`src/rtl/md_pkg.sv`:
```
// Shared types for the force writeback path: IDs, the writeback word, and the
// mapping from a 3-D cell coordinate to a flat destination node ID.
package md_pkg;

    localparam int DATA_WIDTH        = 32;
    localparam int CELL_ID_WIDTH     = 3;
    localparam int PARTICLE_ID_WIDTH = 7;
    localparam int ID_WIDTH          = 3*CELL_ID_WIDTH + PARTICLE_ID_WIDTH;
    localparam int WB_WIDTH          = ID_WIDTH + 3*DATA_WIDTH;
    localparam int NODE_ID_WIDTH     = 5;
    localparam int unsigned NUM_CELL_X = 3;
    localparam int unsigned NUM_CELL_Y = 3;
    localparam int unsigned NUM_CELL_Z = 3;

    typedef logic [CELL_ID_WIDTH-1:0] cell_id_t;
    typedef logic [NODE_ID_WIDTH-1:0] node_id_t;

    typedef struct packed {
        cell_id_t                     cell_x;
        cell_id_t                     cell_y;
        cell_id_t                     cell_z;
        logic [PARTICLE_ID_WIDTH-1:0] particle_id;
    } full_id_t;

    typedef struct packed {
        full_id_t              id;
        logic [DATA_WIDTH-1:0] fz;
        logic [DATA_WIDTH-1:0] fy;
        logic [DATA_WIDTH-1:0] fx;
    } wb_word_t;

    typedef struct packed {
        logic     is_local;
        node_id_t dest;
        wb_word_t word;
    } fifo_entry_t;

    // Coordinates are 1-based; 0 and anything past the grid edge are invalid.
    function automatic logic coord_in_range(input cell_id_t c, input int unsigned n);
        return (c != '0) && (32'(c) <= n);
    endfunction

    function automatic node_id_t cell_to_node(input cell_id_t cx, input cell_id_t cy,
                                              input cell_id_t cz);
        int unsigned flat;
        flat = ((32'(cz) - 32'd1) * NUM_CELL_Y + (32'(cy) - 32'd1)) * NUM_CELL_X
               + (32'(cx) - 32'd1);
        return node_id_t'(flat);
    endfunction

endpackage

```
`src/rtl/force_wb_fifo.sv`:
```
// First-word-fall-through synchronous FIFO; pointers carry one extra wrap bit so
// full and empty fall out of a plain pointer compare.
module force_wb_fifo #(
    parameter int WIDTH = 8,
    parameter int DEPTH = 16
) (
    input  logic                     clk,
    input  logic                     rst_n,
    input  logic                     wr_en,
    input  logic [WIDTH-1:0]         wr_data,
    input  logic                     rd_en,
    output logic [WIDTH-1:0]         rd_data,
    output logic [$clog2(DEPTH):0]   count,
    output logic                     full,
    output logic                     empty
);
    localparam int AW = $clog2(DEPTH);

    logic [WIDTH-1:0] mem [DEPTH];
    logic [AW:0]      wr_ptr;
    logic [AW:0]      rd_ptr;
    logic             do_wr;
    logic             do_rd;

    assign empty = (wr_ptr == rd_ptr);
    assign full  = (wr_ptr[AW] != rd_ptr[AW]) && (wr_ptr[AW-1:0] == rd_ptr[AW-1:0]);
    assign count = wr_ptr - rd_ptr;

    // A pop in the same cycle frees the slot, so a full FIFO still accepts the write.
    assign do_rd = rd_en && !empty;
    assign do_wr = wr_en && (!full || do_rd);

    assign rd_data = mem[rd_ptr[AW-1:0]];

    always_ff @(posedge clk or negedge rst_n) begin
        if (!rst_n) begin
            wr_ptr <= '0;
            rd_ptr <= '0;
        end else begin
            if (do_wr) wr_ptr <= wr_ptr + 1'b1;
            if (do_rd) rd_ptr <= rd_ptr + 1'b1;
        end
    end

    always_ff @(posedge clk) begin
        if (do_wr) mem[wr_ptr[AW-1:0]] <= wr_data;
    end

endmodule

```
`src/rtl/force_wb_packetizer.sv`:
```
// Force writeback packetizer: maps cell ID to destination node, buffers, and steers
// each packet to the local cache or the network. FORCE_WB_STATS_EN adds counters.
module force_wb_packetizer
    import md_pkg::*;
#(
    parameter int FIFO_DEPTH = 16,
    parameter int AF_MARGIN  = 4
) (
    input  logic                              clk,
    input  logic                              rst_n,
    input  logic [NODE_ID_WIDTH-1:0]          my_node_id,
    input  logic [WB_WIDTH-1:0]               wb_in,
    input  logic                              wb_valid,
    output logic                              wb_ready,
    output logic [NODE_ID_WIDTH+WB_WIDTH-1:0] net_out,
    output logic                              net_valid,
    input  logic                              net_ready,
    output logic [WB_WIDTH-1:0]               local_out,
    output logic                              local_valid,
    input  logic                              local_ready,
    output logic                              coord_err,
    output logic                              ovf_err
`ifdef FORCE_WB_STATS_EN
    ,
    output logic [31:0]                       stat_local_cnt,
    output logic [31:0]                       stat_net_cnt,
    output logic [31:0]                       stat_drop_cnt
`endif
);
    localparam int EW = $bits(fifo_entry_t);
    localparam int CW = $clog2(FIFO_DEPTH) + 1;

    wb_word_t    s0_word;
    logic        s0_valid;
    logic        s0_ok;
    fifo_entry_t s0_entry;
    fifo_entry_t s1_entry;
    logic        s1_valid;

    logic [EW-1:0] head_bits;
    fifo_entry_t   head;
    logic [CW-1:0] fifo_count;
    logic          fifo_full;
    logic          fifo_empty;
    logic          fifo_rd;
    logic          drop_ovf;
    logic          drop_coord;
    logic          room_ok;

    always_ff @(posedge clk or negedge rst_n) begin
        if (!rst_n) begin
            s0_valid <= 1'b0;
            s0_word  <= '0;
        end else begin
            s0_valid <= wb_valid;
            if (wb_valid) s0_word <= wb_word_t'(wb_in);
        end
    end

    always_comb begin
        s0_ok = coord_in_range(s0_word.id.cell_x, NUM_CELL_X)
             && coord_in_range(s0_word.id.cell_y, NUM_CELL_Y)
             && coord_in_range(s0_word.id.cell_z, NUM_CELL_Z);
        s0_entry.dest     = cell_to_node(s0_word.id.cell_x, s0_word.id.cell_y, s0_word.id.cell_z);
        s0_entry.is_local = (s0_entry.dest == my_node_id);
        s0_entry.word     = s0_word;
    end

    assign drop_coord = s0_valid && !s0_ok;

    always_ff @(posedge clk or negedge rst_n) begin
        if (!rst_n) begin
            s1_valid  <= 1'b0;
            s1_entry  <= '0;
            coord_err <= 1'b0;
        end else begin
            s1_valid <= s0_valid && s0_ok;
            if (s0_valid && s0_ok) s1_entry <= s0_entry;
            if (drop_coord) coord_err <= 1'b1;
        end
    end

    force_wb_fifo #(
        .WIDTH (EW),
        .DEPTH (FIFO_DEPTH)
    ) u_fifo (
        .clk     (clk),
        .rst_n   (rst_n),
        .wr_en   (s1_valid),
        .wr_data (s1_entry),
        .rd_en   (fifo_rd),
        .rd_data (head_bits),
        .count   (fifo_count),
        .full    (fifo_full),
        .empty   (fifo_empty)
    );

    assign head        = fifo_entry_t'(head_bits);
    assign local_valid = !fifo_empty && head.is_local;
    assign net_valid   = !fifo_empty && !head.is_local;
    assign local_out   = head.word;
    assign net_out     = {head.dest, head.word};
    assign fifo_rd     = (local_valid && local_ready) || (net_valid && net_ready);
    assign drop_ovf    = s1_valid && fifo_full && !fifo_rd;

    // Words already in S0/S1 will land regardless of ready, so they count as used.
    assign room_ok = (FIFO_DEPTH - int'(fifo_count) - int'(s0_valid) - int'(s1_valid)) > AF_MARGIN;

    always_ff @(posedge clk or negedge rst_n) begin
        if (!rst_n) begin
            wb_ready <= 1'b0;
            ovf_err  <= 1'b0;
        end else begin
            wb_ready <= room_ok;
            if (drop_ovf) ovf_err <= 1'b1;
        end
    end

`ifdef FORCE_WB_STATS_EN
    always_ff @(posedge clk or negedge rst_n) begin
        if (!rst_n) begin
            stat_local_cnt <= '0;
            stat_net_cnt   <= '0;
            stat_drop_cnt  <= '0;
        end else begin
            if (local_valid && local_ready && stat_local_cnt != '1)
                stat_local_cnt <= stat_local_cnt + 32'd1;
            if (net_valid && net_ready && stat_net_cnt != '1)
                stat_net_cnt <= stat_net_cnt + 32'd1;
            if ((drop_coord || drop_ovf) && stat_drop_cnt != '1)
                stat_drop_cnt <= stat_drop_cnt + 32'd1;
        end
    end
`endif

endmodule

```
`config.mk`:
```
export PLATFORM = sky130hd
export DESIGN_NAME = force_wb_packetizer
export DESIGN_NICKNAME = d
export VERILOG_FILES = /design/src/rtl/md_pkg.sv /design/src/rtl/force_wb_fifo.sv /design/src/rtl/force_wb_packetizer.sv
export SDC_FILE = /design/constraint.sdc
export NUM_CORES = 2
export LEC_CHECK = 0
export ABC_AREA = 0
export BUFFER_PORTS_ARGS = -buffer_cell sky130_fd_sc_hd__buf_2
export CAP_MARGIN = 10
export CORE_MARGIN = 5
export CORE_UTILIZATION = 41
export DETAILED_ROUTE_END_ITERATION = 8
export PLACE_DENSITY = 0.68
export REMOVE_ABC_BUFFERS = 1
export SETUP_SLACK_MARGIN = 0.3
export SLEW_MARGIN = 10
export SYNTH_ARGS = -nofsm -noshare
export SYNTH_HDL_FRONTEND = slang
export SYNTH_SLANG_ARGS = --single-unit
```
`constraint.sdc`:
```
create_clock -name clk -period 28 [get_ports clk]
set_input_delay 7 -clock clk [delete_from_list [all_inputs] [get_ports clk]]
set_output_delay 7 -clock clk [all_outputs]
set_load 0.01 [all_outputs]
```
==> metrics <==
status=complete, no violations; Net Sw Frac=29.50%; RSZ-0062 raised after global routing=false; register bit total from synthesis=2133; period utilization=48.48%; dpl hpwl=between 90 and 100 mm; die width=roughly 460 um; vias=36570; combinational power share=26.8%; Synth Cell Area=81830 um2; R2R cell count=9; Reg clk slew, reported paths=0.06 ns; first-pass GRT wire length=269.3 mm; initial core utilization=about two fifths; final core occ=between 40% and 50%; largest net degree at the start of global routing=152; Hold Path Cell Cnt=1; Yosys warnings=0; syn_area_per_cell=23.85 um2; sequential area share after synthesis=between 70% and 80%; root buffer cell=clkbuf_16; Max Cap Viol=0; Final Hold Fails=0; worst slew pin tran=1.087 ns; Fmax=73.67 MHz; clk buf depth=3; Crit path arrival time=~6.6 ns; cts repair resizes=0; Seq pwr share=43.3%; final setup violating endpoints=0; CTS buffer count=210; number of global-route vias before repair=39060; slew margin rel.=between 20 and 30%; die area=208600 um2; CP startpoint kind=flop; initial antenna violation count=10; WS Path Type=reg2out; crit path max fanout=46; Min Clock Period, post-route=between 10 and 15 ns; Post-synth ARST share=11.49%; Sink Count=2133; Setup Skew=0.07198 ns; Skew-Pair Late Insertion Delay=roughly 0.87 ns; synth unique cells=52; Crit. End Element=output port; Core ar.=199200 um2; DR iter-0 viols=~3700; final RePlAce weighted congestion=0.7203; maximum VDD drop=0.0001065 V; Wirelength per Cell=about 28 um; Int Pwr=6752 uW; Residual DRC=0; Post-Route WL=183.3 mm; DR pass1 iterations=5; CTS Hold Bufs=0; total track usage=17.51%; chip height=456.7 um; cell count after synthesis=3431; layout cells sized above 1=between 30% and 40%; worst flop-to-flop path endpoint=u_fifo.mem[6][25]$_DFFE_PP_; Reg2Reg Launch Point=u_fifo.rd_ptr[0]$_DFFE_PN0P_; PortBufs=355; most common cell after layout, fill and taps aside=edfxtp_1; vias per cell=approximately 5.5; grt total ovfl=0; final net count=between 3000 and 4000; Worst Hold Class=reg2reg; DP Area=86100 um2; Hold Path End=coord_err$_DFFE_PN0P_; main flop type after synthesis=edfxtp_1; most frequent cells in the layout=edfxtp_1 (1888), mux4_2 (588), buf_2 (353); Worst R2R Setup Slack=21.69 ns; fin. max-slew vios=0; num ports=approximately 360; Cell Pwr Density=between 100 and 150 nW/um2; Worst Path Required=about 21 ns; total net switching power=2825 uW; Pleak=0.03107 uW; CTS tree=yes; post-route cell area=a little over 90000 um2; Routed Antenna Nets=0; CTS HTree Levels=4; min-delay src=coord_err$_DFFE_PN0P_; WHS=0.4649 ns; number of flops mapped to enable cells by yosys=1888; # rows=164; clock power share=approximately 30%; Area growth, synth to finish=13.97%; postcts setup bufs=0
[power by group through the flow]
stage	clock network (uW)	registers (uW)	logic, uW
3_3_place_gp	0	4190	2610
2_1_floorplan	0	4320	2610
3_5_place_dp	0	4220	2630
6_report	2860	4150	2570
4_1_cts	2920	4150	2640
5_1_grt	3070	4190	2770
[cells in the mapped netlist, types with 4 or more instances]
cell	count	area, um2
a21o_1	5	37.54
and3_1	15	93.84
buf_1	12	45.04
buf_2	52	260.3
buf_4	115	863.3
clkbuf_1	91	341.6
dfrtp_1	245	6131
edfxtp_1	1888	56690
fa_1	8	160.2
ha_1	35	437.9
inv_1	31	116.4
mux2_2	220	2477
mux2i_1	6	60.06
mux4_2	588	13240
nand2_1	10	37.54
nand3_1	6	30.03
nand4_1	4	25.02
nor2_1	7	26.28
nor2b_1	9	56.30
nor3_1	7	35.03
o21ai_0	9	45.04
xnor2_1	16	140.1
xor2_1	15	131.4
[logic make-up after synthesis]
logic type | Yosys count | synth area share (%)
multiplexers | 815 | 19.30
buffers and inverters | 303 | 2.015
AO/OA/AOI/OAI | 31 | 0.2814
adder cells (fa/ha/maj) | 43 | 0.7309
XOR/XNOR | 33 | 0.3792
flip-flops | 2133 | 76.78
AND/OR/NAND/NOR | 73 | 0.5123
[metrics by stage]
stage / setup WS [ns] / power, uW / instances / setup TNS (ns)
floorplan: -0.5324 / 6927 / 3159 / -62.82
CTS: 14.06 / 9709 / 6640 / 0
finish: 14.43 / 9577 / 6646 / 0
global route: 13.68 / 10020 / 6641 / 0
global placement: 15.03 / 6799 / 6240 / 0
detailed placement: 15.01 / 6845 / 6240 / 0
[registers in the layout, indices dropped and copies added, names as in the netlist, 5 cells and up]
name           flops
s0_entry         112
u_fifo.rd_ptr      5
s1_entry         118
u_fifo.wr_ptr      5
u_fifo.mem      1888
[routing by layer]
layer	vias up	part of all wire [%]	GRT usage, %	wire length [um]
li1	15060	-	-	-
met1	20010	41	23.52	74510
met2	1254	52	30.14	94580
met3	239	5.9	2.781	10720
met4	8	1.8	4.288	3385
met5	-	0.030	0	55
[final cells by class]
| type | count | area (um2) |
|---|---|---|
| inverter | 31 | 128.9 |
| multi-input combinational | 995 | 17430 |
| timing repair buffer | 425 | 2381 |
| sequential | 2133 | 62840 |
| fill | 16030 | 106000 |
| antenna | 6 | 15.01 |
| clock buffer | 279 | 5674 |
| clock inverter | 121 | 1473 |
| tap | 2656 | 3323 |
[worst max-delay path by stage]
stage	start	to	slack, ns	cells past startpoint
global placement	u_fifo.rd_ptr[0]$_DFFE_PN0P_	local_out[111]	15.03	7
floorplan	u_fifo.rd_ptr[0]$_DFFE_PN0P_	u_fifo.mem[3][0]$_DFFE_PP_	-0.53	5
CTS	u_fifo.rd_ptr[0]$_DFFE_PN0P_	local_out[30]	14.06	7
global route	u_fifo.rd_ptr[0]$_DFFE_PN0P_	net_out[30]	13.68	7
detailed placement	u_fifo.rd_ptr[0]$_DFFE_PN0P_	net_out[111]	15.01	7
finish	u_fifo.rd_ptr[0]$_DFFE_PN0P_	local_out[30]	14.43	7
[worst max-delay path, cell delays in order (launching register included)]
cell     delay [ns]
dfrtp_4        0.95
buf_4          0.80
buf_4          0.86
buf_4          0.82
buf_4          0.82
mux4_2         0.62
mux4_2         0.54
buf_2          0.17
No activity file was read; power rests on OpenSTA's default activity.
